<file path="src/rtl/lsu_pkg.sv">
// Shared definitions for the load/store unit: RV32I access-width encodings,
// FSM states and the funct3 legality rule.
package lsu_pkg;

  localparam logic [2:0] F3_B  = 3'b000;
  localparam logic [2:0] F3_H  = 3'b001;
  localparam logic [2:0] F3_W  = 3'b010;
  localparam logic [2:0] F3_BU = 3'b100;
  localparam logic [2:0] F3_HU = 3'b101;

  typedef enum logic {
    IDLE  = 1'b0,
    MERGE = 1'b1
  } lsu_state_t;

  // Stores only have signed-width encodings; loads add the unsigned variants.
  function automatic logic f3_legal(input logic we, input logic [2:0] f3);
    if (we) return (f3 == F3_B) || (f3 == F3_H) || (f3 == F3_W);
    return (f3 == F3_B) || (f3 == F3_H) || (f3 == F3_W) ||
           (f3 == F3_BU) || (f3 == F3_HU);
  endfunction

endpackage

</file>
<file path="src/rtl/lsu_align.sv">
// Combinational lane logic: load byte/halfword extract with sign/zero
// extension, and store lane merge into a previously read word.
module lsu_align
  import lsu_pkg::*;
(
  input  logic [31:0] ld_word,
  input  logic [1:0]  ld_lane,
  input  logic [2:0]  ld_funct3,
  output logic [31:0] ld_data,
  input  logic [31:0] st_word,
  input  logic [1:0]  st_lane,
  input  logic [2:0]  st_funct3,
  input  logic [31:0] st_data,
  output logic [31:0] st_merged
);

  logic [7:0]  ld_byte;
  logic [15:0] ld_half;
  logic        ld_signed;

  always_comb begin
    ld_byte   = ld_word[{ld_lane, 3'b000} +: 8];
    ld_half   = ld_word[{ld_lane[1], 4'b0000} +: 16];
    ld_signed = ~ld_funct3[2];
    case (ld_funct3[1:0])
      2'b00:   ld_data = {{24{ld_byte[7] & ld_signed}}, ld_byte};
      2'b01:   ld_data = {{16{ld_half[15] & ld_signed}}, ld_half};
      default: ld_data = ld_word;
    endcase
  end

  always_comb begin
    st_merged = st_word;
    case (st_funct3[1:0])
      2'b00:   st_merged[{st_lane, 3'b000} +: 8] = st_data[7:0];
      2'b01:   st_merged[{st_lane[1], 4'b0000} +: 16] = st_data[15:0];
      default: st_merged = st_data;
    endcase
  end

endmodule

</file>
<file path="src/rtl/load_store_unit.sv">
// Memory-stage load/store initiator: single-word memory port, registered
// responses, and a read-modify-write for SB/SH since memory lacks byte enables.
module load_store_unit
  import lsu_pkg::*;
#(
  parameter int MEM_WORDS = 1024
) (
  input  logic        clk,
  input  logic        rst,
  input  logic        req_valid,
  output logic        req_ready,
  input  logic        req_we,
  input  logic [2:0]  req_funct3,
  input  logic [31:0] req_addr,
  input  logic [31:0] req_wdata,
  output logic        resp_valid,
  output logic [31:0] resp_rdata,
  output logic        resp_fault,
  output logic        mem_we,
  output logic [31:0] mem_a,
  output logic [31:0] mem_wd,
  input  logic [31:0] mem_rd,
  output logic        dbg_state
);

  localparam logic [32:0] MEM_BYTES = 33'(MEM_WORDS) * 33'd4;

  lsu_state_t  state, state_next;
  logic [31:0] cap_word;
  logic [31:0] cap_addr;
  logic [31:0] cap_wdata;
  logic [2:0]  cap_f3;

  logic        accept;
  logic        misaligned;
  logic        fault;
  logic [31:0] ld_data;
  logic [31:0] st_merged;

  // Handshake: a request transfers on any rising edge where req_valid and
  // req_ready are both high; the requester holds it stable while ready is low.
  // Responses are one-cycle pulses with no backpressure.
  assign accept     = req_valid && req_ready;
  assign misaligned = ((req_funct3[1:0] == 2'b01) && req_addr[0]) ||
                      ((req_funct3[1:0] == 2'b10) && (req_addr[1:0] != 2'b00));
  assign fault      = !f3_legal(req_we, req_funct3) || misaligned ||
                      ({1'b0, req_addr} >= MEM_BYTES);
  assign dbg_state  = state;

  lsu_align u_align (
    .ld_word   (mem_rd),
    .ld_lane   (req_addr[1:0]),
    .ld_funct3 (req_funct3),
    .ld_data   (ld_data),
    .st_word   (cap_word),
    .st_lane   (cap_addr[1:0]),
    .st_funct3 (cap_f3),
    .st_data   (cap_wdata),
    .st_merged (st_merged)
  );

  always_comb begin
    state_next = state;
    req_ready  = (state == IDLE);
    mem_we     = 1'b0;
    mem_a      = {req_addr[31:2], 2'b00};
    mem_wd     = req_wdata;
    case (state)
      IDLE: begin
        if (accept && !fault && req_we) begin
          if (req_funct3 == F3_W) mem_we = 1'b1;
          else                    state_next = MERGE;
        end
      end
      MERGE: begin
        // Write data comes only from captured registers, never from mem_rd.
        mem_we     = 1'b1;
        mem_a      = {cap_addr[31:2], 2'b00};
        mem_wd     = st_merged;
        state_next = IDLE;
      end
      default: state_next = IDLE;
    endcase
  end

  always_ff @(posedge clk or posedge rst) begin
    if (rst) state <= IDLE;
    else     state <= state_next;
  end

  always_ff @(posedge clk or posedge rst) begin
    if (rst) begin
      resp_valid <= 1'b0;
      resp_fault <= 1'b0;
      resp_rdata <= 32'd0;
      cap_word   <= 32'd0;
      cap_addr   <= 32'd0;
      cap_wdata  <= 32'd0;
      cap_f3     <= 3'd0;
    end else begin
      resp_valid <= 1'b0;
      resp_fault <= 1'b0;
      resp_rdata <= 32'd0;
      if (state == MERGE) begin
        resp_valid <= 1'b1;
      end else if (accept) begin
        if (fault) begin
          resp_valid <= 1'b1;
          resp_fault <= 1'b1;
        end else if (!req_we) begin
          resp_valid <= 1'b1;
          resp_rdata <= ld_data;
        end else if (req_funct3 == F3_W) begin
          resp_valid <= 1'b1;
        end else begin
          cap_word  <= mem_rd;
          cap_addr  <= req_addr;
          cap_wdata <= req_wdata;
          cap_f3    <= req_funct3;
        end
      end
    end
  end

endmodule

</file>
<file path="config.mk">
export PLATFORM = sky130hd
export DESIGN_NAME = load_store_unit
export DESIGN_NICKNAME = d
export VERILOG_FILES = /design/src/rtl/lsu_pkg.sv /design/src/rtl/lsu_align.sv /design/src/rtl/load_store_unit.sv
export SDC_FILE = /design/constraint.sdc
export NUM_CORES = 1
export LEC_CHECK = 0
export ABC_AREA = 1
export BUFFER_PORTS_ARGS = -buffer_cell sky130_fd_sc_hd__clkbuf_2
export CAP_MARGIN = 25
export CELL_PAD_IN_SITES_DETAIL_PLACEMENT = 0
export CELL_PAD_IN_SITES_GLOBAL_PLACEMENT = 1
export CORE_MARGIN = 5
export CORE_UTILIZATION = 39
export CTS_BUF_LIST = sky130_fd_sc_hd__clkbuf_2
export CTS_CLUSTER_SIZE = 40
export DETAILED_ROUTE_END_ITERATION = 16
export PLACE_DENSITY = 0.9
export RECOVER_POWER = 50
export SLEW_MARGIN = 25
export SYNTH_ARGS = -nofsm -noshare
export SYNTH_HDL_FRONTEND = slang
export SYNTH_HIERARCHICAL = 1
export SYNTH_SLANG_ARGS = --single-unit
export TNS_END_PERCENT = 1
</file>
<file path="constraint.sdc">
create_clock -name clk -period 5.05 [get_ports clk]
set_input_delay 0 -clock clk [delete_from_list [all_inputs] [get_ports clk]]
set_output_delay 0 -clock clk [all_outputs]
set_load 0.01 [all_outputs]
</file>
# Yosys cells after proc, flatten, opt, wreduce, memory -nomap -nowiden
# Cells that the tools add are included.
# op_classes
n_bitwise	6
n_mux	26
n_eq_ne	7
n_reduce_logical	19
n_addsub	2
magnitude_cmp	1
n_shift	6
# ops
op	count
$mux 32	6
$pmux 32 s2	2
$bwmux 32	2
$ge 32x13->1 const B	1
$shift 16x7->32 const A	1
$shift 8x7->32 const A	1
$shiftx 16x7->32	1
$shiftx 32x6->16	1
$shiftx 32x6->8	1
$shiftx 8x7->32	1
$mux 1	14
$neg 5->7	2
$logic_or 1x1->1	7
$eq 3x3->1 const B	2
$logic_and 1x1->1	5
$reduce_and 5->1	1
$eq 2x1->1 const B	2
$logic_not 2->1	2
$not 1->1	4
$pmux 1 s2	2
$eq 3x1->1 const B	1
$eq 3x2->1 const B	1
$logic_not 3->1	1
$and 1x1->1	2
other kinds (3)	4
# word_totals
reg_bits	133
input_bits	103
wordCells	75

# Longest topological paths before layout
# Gate-level depths: netlist (run 1).
# logic_depth
depth_word	14
depth_mapped	11
depth_no_buf	11

# Modules after synthesis
# The synthesis (run 1) kept the hierarchy.
# modules_own_cells
mod	seq_area_each_um2	instances	area_each_um2	cells_each
load_store_unit	3353.2	1	5948.2	761
lsu_align	0.0	1	2060.7	434

# Worst setup path after synthesis (run 1)
# No wires, ideal clock.
# synth_timing
kind	flip-flop to output port
from	register cap_addr[1]
to	output port mem_wd[9]
path_stages_with_launch	11
setup_slack_ns	3.496
n_path_buf	0
required_ns	5.050
arrival_ns	1.554
cell_sequence	dfrtp_1 > inv_2 > ha_1 > clkinv_1 > nor2_2 > nand2_1 > nand2_1 > nand2_1 > nand3_1 > nand2_1 > nand2_1
# synth_via
elab_chain_len	5
# synth_lines
item	line	rtl
start: declaration	load_store_unit.sv:30	logic [31:0] cap_addr;
start signal: assignment	load_store_unit.sv:117	cap_addr <= req_addr;
$neg 5->7 (on tied branches)	lsu_align.sv:36, lsu_align.sv:35	
$shiftx 16x7->32 (tied with other cells)	lsu_align.sv:36	2'b01: st_merged[{st_lane[1], 4'b0000} +: 16] = st_data[15:0];
$bwmux 32 (on tied branches)	lsu_align.sv:36, lsu_align.sv:35	
$pmux 32 s2 *	lsu_align.sv:34	case (st_funct3[1:0])
named net st_merged[9]	load_store_unit.sv:38	logic [31:0] st_merged;
$mux 32 *	load_store_unit.sv:68	case (state)
end: declaration	load_store_unit.sv:21	output logic [31:0] mem_wd,
# The timed path passes the listed nets; every way through them passes the cells marked *.

# Worst setup path in the final report (run 1)
# layout_timing
from	input port req_addr[18]
to	output port mem_we
# layout_via
elab_chain_len	7
# layout_lines
item	line	rtl
start: declaration	load_store_unit.sv:14	input logic [31:0] req_addr,
$ge 32x13->1	load_store_unit.sv:47	({1'b0, req_addr} >= MEM_BYTES);
$logic_or 1x1->1	load_store_unit.sv:46	assign fault = !f3_legal(req_we, req_funct3) || misaligned ||
$logic_not 1->1	load_store_unit.sv:70	if (accept && !fault && req_we) begin
$logic_and 1x1->1 (2 in a row)	load_store_unit.sv:70	
$mux 1	load_store_unit.sv:70	
$pmux 1 s2	load_store_unit.sv:68	
end: declaration	load_store_unit.sv:19	output logic mem_we,
# No other way between the ends.

==> results.py, run 1 <==
metrics = {
    "sta": {
        "period_share_pct": 89.6,
        "worst_clock_skew_ns": 0.0247,
        "min_period_ns": 4.52,
        "finalHoldViolCount": 0,
        "drv_slew": 206,
        "clock.fmax_mhz": 221,
        "rsz0062_at_grt": "false",
        "tightest_slew_ns": 3.38,
        "setup_viol": 0,
        "slew_headroom_pct": -126,
        "setup-tns-final_ns": 0,
    },
    "drt": {
        "detail-route-antenna-nets": 0,
        "route.detailed.drc": 0,
        "routedWlPerCell_um": 15.0,
        "first_iter_violations": 618,
        "vias": 8408,
        "drt_pass1_iterations": 4,
        "routed_wl_mm": 25.9,
        "drt-vias-per-instance": 4.87,
    },
    "worst_hold_path": {
        "hold_class": "primary input to flip-flop",
    },
    "run_status": {
        "status": "complete, but fails checks",
        "failed_checks": "max-capacitance violations, max-slew violations",
    },
    "placed_design": {
        "place_congestion": 0.919,
        "place_hpwl_mm": 18.0,
        "portBuffers": 201,
    },
    "die": {
        "rows": 52,
        "die_h_um": 153,
        "ios": 204,
        "dieArea_um2": 23400,
        "core_um2": 20200,
        "initial_core_util_pct": 39.5,
        "die_w_um": 153,
    },
    "flow_run": {
        "cap_violations": 3,
    },
    "layout": {
        "final.fill_count": 2147,
        "area_growth_pct": 26.9,
        "drive_gt1_share_pct": 16.9,
        "finalNetCount": 1549,
        "final_util_pct": 50.2,
    },
    "grt": {
        "grt_max_degree": 80,
        "track_usage_pct": 22.2,
        "grt_antenna_before_repair": 1,
        "grt_pass1_wl_mm": 42.7,
        "grt.overflow.total": 0,
        "grt_pass1_vias": 8158,
    },
    "setup_path": {
        "cpLargestDelayFamily": "buffers and inverters",
        "cpPeakStageDelay_ns": 0.63,
        "cp.required_ns": 5.05,
        "crit_buf_inv": 8,
        "worstSetupPathType": "primary input to primary output",
        "path_cells": "dlygate4sd3_1 -> clkbuf_2 -> nor2_1 -> dlygate4sd3_1 -> nand2_1 -> dlygate4sd3_1 -> nor2_1 -> dlygate4sd3_1 -> nand2_1 -> dlygate4sd3_1 -> nor2_4 -> buf_4 -> nand2_1 -> o21ai_0 -> clkbuf_2",
        "cp_slowest_cell": "buf_4",
        "cp.arrival_ns": 4.52,
        "critPathLaunchType": "primary input",
        "crit_path_end_kind": "primary output",
        "worstPathMaxFanout": 79,
        "cpMostUsedCell": "dlygate4sd3_1",
    },
    "pwr": {
        "irDropWorstVdd_v": 0.000140,
        "p_leak_nw": 5.86,
        "p_per_area_nw_per_um2": 202,
    },
    "clocking": {
        "path_clk_slew_ns": 0.24,
        "tritoncts": "done",
        "cts-root-buf": "clkbuf_2",
        "cts_made_buffers": 17,
        "clk_latency_ns": 0.71,
        "h-tree-depth": 4,
        "post_cts_buffers": 0,
        "cts.sinks": 133,
        "clk_path_buf_depth": 2,
    },
    "synthesis": {
        "syn_inst": 1192,
        "synthesis.area_um2": 7980,
        "yosys_warnings": 6,
        "postSynthAreaPerCell_um2": 6.69,
    },
}
-- path summary, 6_finish.rpt --
path,from,depth (start not counted),end,slack [ns]
worst max-delay path,req_addr[18],15,mem_we,0.53
worst min-delay path,req_wdata[3],4,cap_wdata[3],0.05
worst max register to register,dbg_state,5,resp_valid,1.33
worst min register to register,cap_addr[16],2,cap_addr[16],0.50
max in group asynchronous,rst,5,cap_word[11],1.18
min in group asynchronous,rst,4,cap_wdata[7],1.31
-- cells in the final DEF (no fill, tap or decap), drive strengths merged, types with 15 or more instances in the layout --
master / count
nand3: 43
dlygate4sd3: 90
nor2: 96
inv: 100
o21ai: 15
nand4: 84
nand2: 630
clkbuf: 221
dfrtp: 133
-- final cells by class --
class,count,area (um2),share of cell area (%)
Tap cell,270,338,3.34
Antenna cell,1,2.50,0.0247
Timing Repair Buffer,299,1900,18.8
Inverter,92,349,3.45
Multi-Input combinational cell,898,3960,39.1
Clock buffer,17,85.1,0.840
Clock inverter,15,159,1.57
Sequential cell,133,3330,32.9
-- report_power, final --
group / internal, mW / total (mW) / switching [mW]
Sequential: 1.07 / 1.07 / 0.000240
Combinational: 0.127 / 0.305 / 0.178
Clock: 0.203 / 0.672 / 0.469
-- worst register-to-register path: stages, from the launching register on --
cell and delay, ns:
dfrtp_2 0.42, clkbuf_1 1.95, a21oi_1 0.03, dlygate4sd3_1 0.68, o21ai_0 0.08, dlygate4sd3_1 0.56
-- sequential cells by signal, summed over array words and instances (netlist names) --
register	count
cap_addr	32
cap_wdata	32
cap_f3	2
resp_fault	1
resp_rdata	32
cap_word	32
resp_valid	1
dbg_state	1
-- timing repair --
action                                 4_1_cts  5_1_grt
hold buffers                                89        1
gates resized for setup                      0        0
endpoints found under the hold margin      185       74
-- metal layers --
layer | GRT usage, % | share of wire, % | vias to the layer above
met5 | 0 | 0 | -
met4 | 5.43 | 1.9 | 0
met3 | 4.83 | 5.2 | 32
met2 | 35.3 | 47 | 245
met1 | 31.0 | 46 | 3941
li1 | - | - | 4190
-- per-stage QoR --
| step | cells | total power, mW | setup WS [ns] | area (um2) | hold slack [ns] |
|---|---|---|---|---|---|
| global placement | 1601 | 1.34 | 1.91 | 9030 | 0.258 |
| floorplan | 1193 | 1.23 | 1.50 | 7980 | 0.119 |
| finish | 1725 | 2.04 | 0.526 | 10100 | 0.0498 |
| CTS | 1723 | 2.06 | 0.571 | 10200 | 0.000324 |
| global route | 1725 | 2.14 | 0.290 | 10100 | 0.00598 |
| detailed placement | 1602 | 1.34 | 2.05 | 9050 | 0.267 |
No activity file was read; power rests on OpenSTA's default activity.
==> inputs of run 2 (changes only) <==
--- a/config.mk
+++ b/config.mk
@@ -10,6 +10,7 @@
 export CAP_MARGIN = 25
 export CELL_PAD_IN_SITES_DETAIL_PLACEMENT = 0
 export CELL_PAD_IN_SITES_GLOBAL_PLACEMENT = 1
+export CORE_ASPECT_RATIO = 1.4
 export CORE_MARGIN = 5
 export CORE_UTILIZATION = 39
 export CTS_BUF_LIST = sky130_fd_sc_hd__clkbuf_2
==> run 2 against run 1 <==
The run still ends with max-capacitance violations, max-slew violations left. Worst hold slack better by 0.020 ns. Clock power is 3.7% higher. Via count is 0.68% higher. Non-clock buffer count is 11 higher. Combinational power hardly changed. Clock skew is 0.0014 ns higher. Critical endpoint unchanged. Count of clock-buffer cells in the layout is 1 higher. Final area is 1.3% higher.
==> results.py, run 2 (synthesis results as in run 1) <==
metrics = {
    "setup_path": {
        "cp.arrival_ns": 3.62,
        "r2r_start": "dbg_state",
        "r2r_setup_slack_ns": 1.51,
        "reg2reg_to": "resp_rdata[17]",
        "cp.required_ns": 5.05,
        "worstPathMaxFanout": 65,
        "worstSetupPathType": "flip-flop to primary output",
        "critPathLaunchType": "flip-flop",
        "worstRegToRegCells": 9,
        "crit_path_end_kind": "primary output",
    },
    "worst_hold_path": {
        "min_path_cells": 4,
        "hold_class": "primary input to flip-flop",
        "min_from": "req_wdata[22]",
        "holdPathEnd": "cap_wdata[22]",
    },
    "drt": {
        "routed_wl_mm": 26.4,
        "first_iter_violations": 580,
        "detail-route-antenna-nets": 0,
        "drt-vias-per-instance": 4.91,
        "routedWlPerCell_um": 15.3,
        "vias": 8465,
        "route.detailed.drc": 0,
        "drt_pass1_iterations": 5,
    },
    "layout": {
        "layout_commonest_cell": "nand2_1",
        "drive_gt1_share_pct": 17.6,
        "area_growth_pct": 28.6,
        "ff_latch_area_um2": 3330,
        "final.fill_count": 2135,
        "finalNetCount": 1560,
        "multi_input_area_um2": 3960,
        "fin_area_um2": 10300,
        "final_cell_mix": "nand2_1, clkbuf_2, dfrtp_1, dlygate4sd3_1, nor2_1",
    },
    "die": {
        "ios": 204,
        "core_um2": 20300,
        "rows": 62,
        "die_w_um": 131,
        "die_h_um": 179,
        "dieArea_um2": 23500,
        "initial_core_util_pct": 39.2,
    },
    "pwr": {
        "p_leak_nw": 5.94,
        "p_per_area_nw_per_um2": 202,
        "irDropWorstVdd_v": 0.000154,
        "p_total_mw": 2.07,
    },
    "clocking": {
        "cts-root-buf": "clkbuf_2",
        "clk_path_buf_depth": 2,
        "cts_made_buffers": 17,
        "hold_buffers": 99,
        "h-tree-depth": 4,
        "cts.sinks": 133,
        "clk_latency_ns": 0.73,
        "path_clk_slew_ns": 0.22,
        "cts_resized": 0,
        "tritoncts": "done",
        "post_cts_buffers": 0,
    },
    "grt": {
        "grt_pass1_vias": 8278,
        "grt_antenna_before_repair": 2,
        "grt_pass1_wl_mm": 42.4,
        "track_usage_pct": 23.0,
        "grt.overflow.total": 0,
        "grt_max_degree": 82,
    },
    "run_status": {
        "status": "complete, but fails checks",
        "failed_checks": "max-capacitance violations, max-slew violations",
    },
    "sta": {
        "rsz0062_at_grt": "false",
        "tightest_slew_ns": 2.81,
        "period_share_pct": 71.7,
        "finalHoldViolCount": 0,
        "setup_slack_ns": 1.43,
        "worst_clock_skew_ns": 0.0261,
        "min_period_ns": 3.62,
        "holdWs_ns": 0.0703,
        "clock.fmax_mhz": 276,
        "drv_slew": 125,
        "slew_headroom_pct": -87.4,
        "setup-tns-final_ns": 0,
        "setup_viol": 0,
    },
    "flow_run": {
        "cap_violations": 2,
    },
    "placed_design": {
        "dpl_worst_slack_ns": 2.14,
        "portBuffers": 201,
        "place_congestion": 0.939,
        "place_hpwl_mm": 18.3,
        "place_area_um2": 9040,
    },
}
[run 2: routing by layer]
metal  share of wire, %  vias up  wire length (um)  global-route usage [%]
li1                   -     4229                 -                       -
met1                 41     3923             10900                    28.1
met2                 51      263             13400                    40.0
met3                5.2       50              1370                    4.38
met4                3.1        0               812                    8.06
met5                  0        -                 0                       0
[run 2: critical path, cell delays in order, from the launching register on]
cell      delay, ns
dfrtp_2        0.43
buf_4          0.33
inv_1          0.15
nand2_1        0.10
inv_1          0.80
buf_4          0.60
nand2_1        0.09
o21ai_0        0.19
clkbuf_2       0.17
[run 2: cell type report]
type | count | share of cell area, %
diodes | 2 | 0.0488
clock buffers | 18 | 0.878
inverters | 92 | 3.40
well taps | 256 | 3.12
repair buffers | 310 | 19.9
clock inverters | 14 | 1.63
flip-flops and latches | 133 | 32.5
multi-input cells | 898 | 38.6
[run 2: power breakdown]
| part | internal [mW] | switching [mW] | leakage, nW |
|---|---|---|---|
| registers | 1.07 | 0.000196 | 1.85 |
| clock network | 0.246 | 0.451 | 0.150 |
| logic | 0.130 | 0.177 | 3.94 |
| total | 1.44 | 0.629 | 5.94 |
[run 2: worst max path at each step]
stage	startpoint	end	slack [ns]	cells past startpoint
after floorplan	rst	cap_addr[0]	1.50	1
after detailed placement	req_funct3[1]	cap_word[15]	2.14	9
after global routing	dbg_state	mem_we	1.08	8
final	dbg_state	mem_we	1.43	8
after CTS	dbg_state	mem_we	1.74	8
after global placement	req_funct3[1]	cap_word[7]	2.02	8
[run 2: per-stage QoR]
stage | utilization [%] | std cells
floorplan | - | 1193
global placement | 44.4 | 1588
detailed placement | 44.5 | 1589
CTS | 50.6 | 1720
global route | 50.5 | 1723
finish | 50.5 | 1723
==> inputs of run 3 (changes only) <==
--- a/config.mk
+++ b/config.mk
@@ -5,18 +5,18 @@
 export SDC_FILE = /design/constraint.sdc
 export NUM_CORES = 1
 export LEC_CHECK = 0
-export ABC_AREA = 1
+export ABC_AREA = 0
 export BUFFER_PORTS_ARGS = -buffer_cell sky130_fd_sc_hd__clkbuf_2
 export CAP_MARGIN = 25
 export CELL_PAD_IN_SITES_DETAIL_PLACEMENT = 0
 export CELL_PAD_IN_SITES_GLOBAL_PLACEMENT = 1
 export CORE_ASPECT_RATIO = 1.4
 export CORE_MARGIN = 5
-export CORE_UTILIZATION = 39
+export CORE_UTILIZATION = 42
 export CTS_BUF_LIST = sky130_fd_sc_hd__clkbuf_2
 export CTS_CLUSTER_SIZE = 40
 export DETAILED_ROUTE_END_ITERATION = 16
-export PLACE_DENSITY = 0.9
+export PLACE_DENSITY = 0.88
 export RECOVER_POWER = 50
 export SLEW_MARGIN = 25
 export SYNTH_ARGS = -nofsm -noshare
==> constraint.sdc (replaced) <==
create_clock -name clk -period 3.5 [get_ports clk]
set_input_delay 0 -clock clk [delete_from_list [all_inputs] [get_ports clk]]
set_output_delay 0 -clock clk [all_outputs]
set_load 0.01 [all_outputs]
==> run 3 against run 2 <==
Synthesized cell count decreased by 46%. Die area decreased by 14%. Power up 46%. Highest routed layer unchanged. First-iteration DRC count decreased by 34%. Register-to-register slack worse by 1.2 ns. Critical endpoint is now cap_word[20]. Clock power is 55% higher. Setup slack lost 1.1 ns. The run still ends with max-capacitance violations, max-slew violations left. Clock skew increased by 0.012 ns. Area after synthesis fell by 8.5%.
==> results.py, run 3 <==
metrics = {
    "setup_path": {
        "worstPathMaxFanout": 98,
        "cp_slowest_cell": "buf_2",
        "path_cells": "and2b_1 -> nand2b_1 -> nor4_4 -> buf_2 -> mux2_2",
        "crit_path_end_kind": "flip-flop",
        "cpPeakStageDelay_ns": 1.56,
        "worstSetupPathType": "flip-flop to flip-flop",
        "critPathLaunchType": "flip-flop",
        "cp.required_ns": 4.07,
        "r2r_setup_slack_ns": 0.28,
        "cp.arrival_ns": 3.78,
    },
    "layout": {
        "finalNetCount": 1023,
        "area_growth_pct": 30.4,
        "drive_gt1_share_pct": 38.7,
        "fin_area_um2": 9520,
        "layout_commonest_cell": "clkbuf_2",
        "final.fill_count": 1612,
        "instances_no_fill": 1165,
        "final_cell_mix": "clkbuf_2, dfrtp_1, mux2_2, dlygate4sd3_1, nand2_1",
        "final_util_pct": 55.2,
    },
    "pwr": {
        "p_switching_mw": 0.807,
        "p_total_mw": 3.02,
        "internal_power_mw": 2.21,
        "sw_frac_of_total_pct": 26.7,
        "seq_power_share_pct": 51.0,
        "p_leak_nw": 4.75,
        "clkPwrFrac_pct": 35.8,
        "p_per_area_nw_per_um2": 317,
        "p_comb_share_pct": 13.2,
        "irDropWorstVdd_v": 0.000266,
    },
    "clocking": {
        "cts_made_buffers": 17,
        "tritoncts": "done",
        "clk_path_buf_depth": 2,
        "h-tree-depth": 4,
        "clk_latency_ns": 0.70,
        "cts.sinks": 133,
        "cts_resized": 0,
        "post_cts_buffers": 0,
        "cts-root-buf": "clkbuf_2",
        "path_clk_slew_ns": 0.21,
    },
    "drt": {
        "detail-route-antenna-nets": 0,
        "vias": 6021,
        "first_iter_violations": 385,
        "routed_wl_mm": 21.0,
        "route.detailed.drc": 0,
        "drt_pass1_iterations": 5,
        "drt-vias-per-instance": 5.17,
        "routedWlPerCell_um": 18.0,
    },
    "sta": {
        "drv_slew": 99,
        "worst_clock_skew_ns": 0.0383,
        "setup_viol": 0,
        "min_period_ns": 3.22,
        "slew_headroom_pct": -42.5,
        "setup_slack_ns": 0.285,
        "tightest_slew_ns": 2.14,
        "clock.fmax_mhz": 311,
        "finalHoldViolCount": 0,
        "period_share_pct": 91.9,
        "rsz0062_at_grt": "false",
        "setup-tns-final_ns": 0,
        "holdWs_ns": 0.0766,
    },
    "die": {
        "ios": 204,
        "initial_core_util_pct": 42.3,
        "dieArea_um2": 20200,
        "die_h_um": 166,
        "core_um2": 17300,
        "die_w_um": 121,
        "rows": 57,
    },
    "grt": {
        "grt_antenna_before_repair": 1,
        "grt_pass1_vias": 6070,
        "track_usage_pct": 20.6,
        "grt_max_degree": 99,
        "grt_pass1_wl_mm": 32.8,
        "grt.overflow.total": 0,
    },
    "flow_run": {
        "cap_violations": 1,
    },
    "worst_hold_path": {
        "hold_class": "primary input to flip-flop",
    },
    "synthesis": {
        "postSynthAreaPerCell_um2": 11.4,
        "synthesis.area_um2": 7300,
        "syn_inst": 642,
        "yosys_warnings": 6,
    },
    "run_status": {
        "failed_checks": "max-capacitance violations, max-slew violations",
        "status": "complete, but fails checks",
    },
    "placed_design": {
        "dp_cells": 1039,
        "dpl_worst_slack_ns": 1.04,
        "portBuffers": 201,
        "place_hpwl_mm": 15.1,
        "place_congestion": 0.866,
        "place_area_um2": 8400,
    },
}
[run 3: worst paths after layout]
check,start,to,depth (start not counted)
setup / recovery,dbg_state,cap_word[20],5
min in group asynchronous,rst,resp_rdata[27],4
setup reg to reg,dbg_state,cap_word[20],5
max in group asynchronous,rst,dbg_state,5
hold / removal,req_addr[8],cap_addr[8],3
hold reg to reg,cap_addr[11],cap_addr[11],1
[run 3: final cells by class]
cell class	instances	area, um2	share of cell area (%)
inverters	15	57.6	0.604
clock inverters	15	201	2.12
multi-input cells	446	3610	37.9
well taps	236	295	3.10
repair buffers	302	1940	20.4
clock buffers	17	85.1	0.894
diodes	1	2.50	0.0263
flip-flops and latches	133	3330	35.0
[run 3: power groups by stage]
stage	clock network (mW)	logic [mW]	registers [mW]
2_1_floorplan	0	0.172	1.57
3_3_place_gp	0	0.320	1.57
3_5_place_dp	0	0.325	1.57
4_1_cts	1.11	0.405	1.54
5_1_grt	1.16	0.437	1.54
6_report	1.08	0.399	1.54
[run 3: critical path: cells and delay by family (launching register included)]
family | cells | cell delay [ns]
buffers and inverters | 1 | 1.56
AND/OR/NAND/NOR | 3 | 0.59
multiplexers | 1 | 0.45
flip-flops | 1 | 0.44
[run 3: repair_timing]
item | 4_1_cts | 5_1_grt
hold endpoints to repair | 245 | 0
setup endpoints to repair | 0 | 0
hold buffers | 93 | 0
[run 3: layer usage]
metal	global-route usage (%)	up-vias	share of wire, %
li1	-	2877	-
met3	3.48	52	3.6
met5	0	-	0
met1	25.3	2918	41
met2	35.0	174	51
met4	9.61	0	4.2
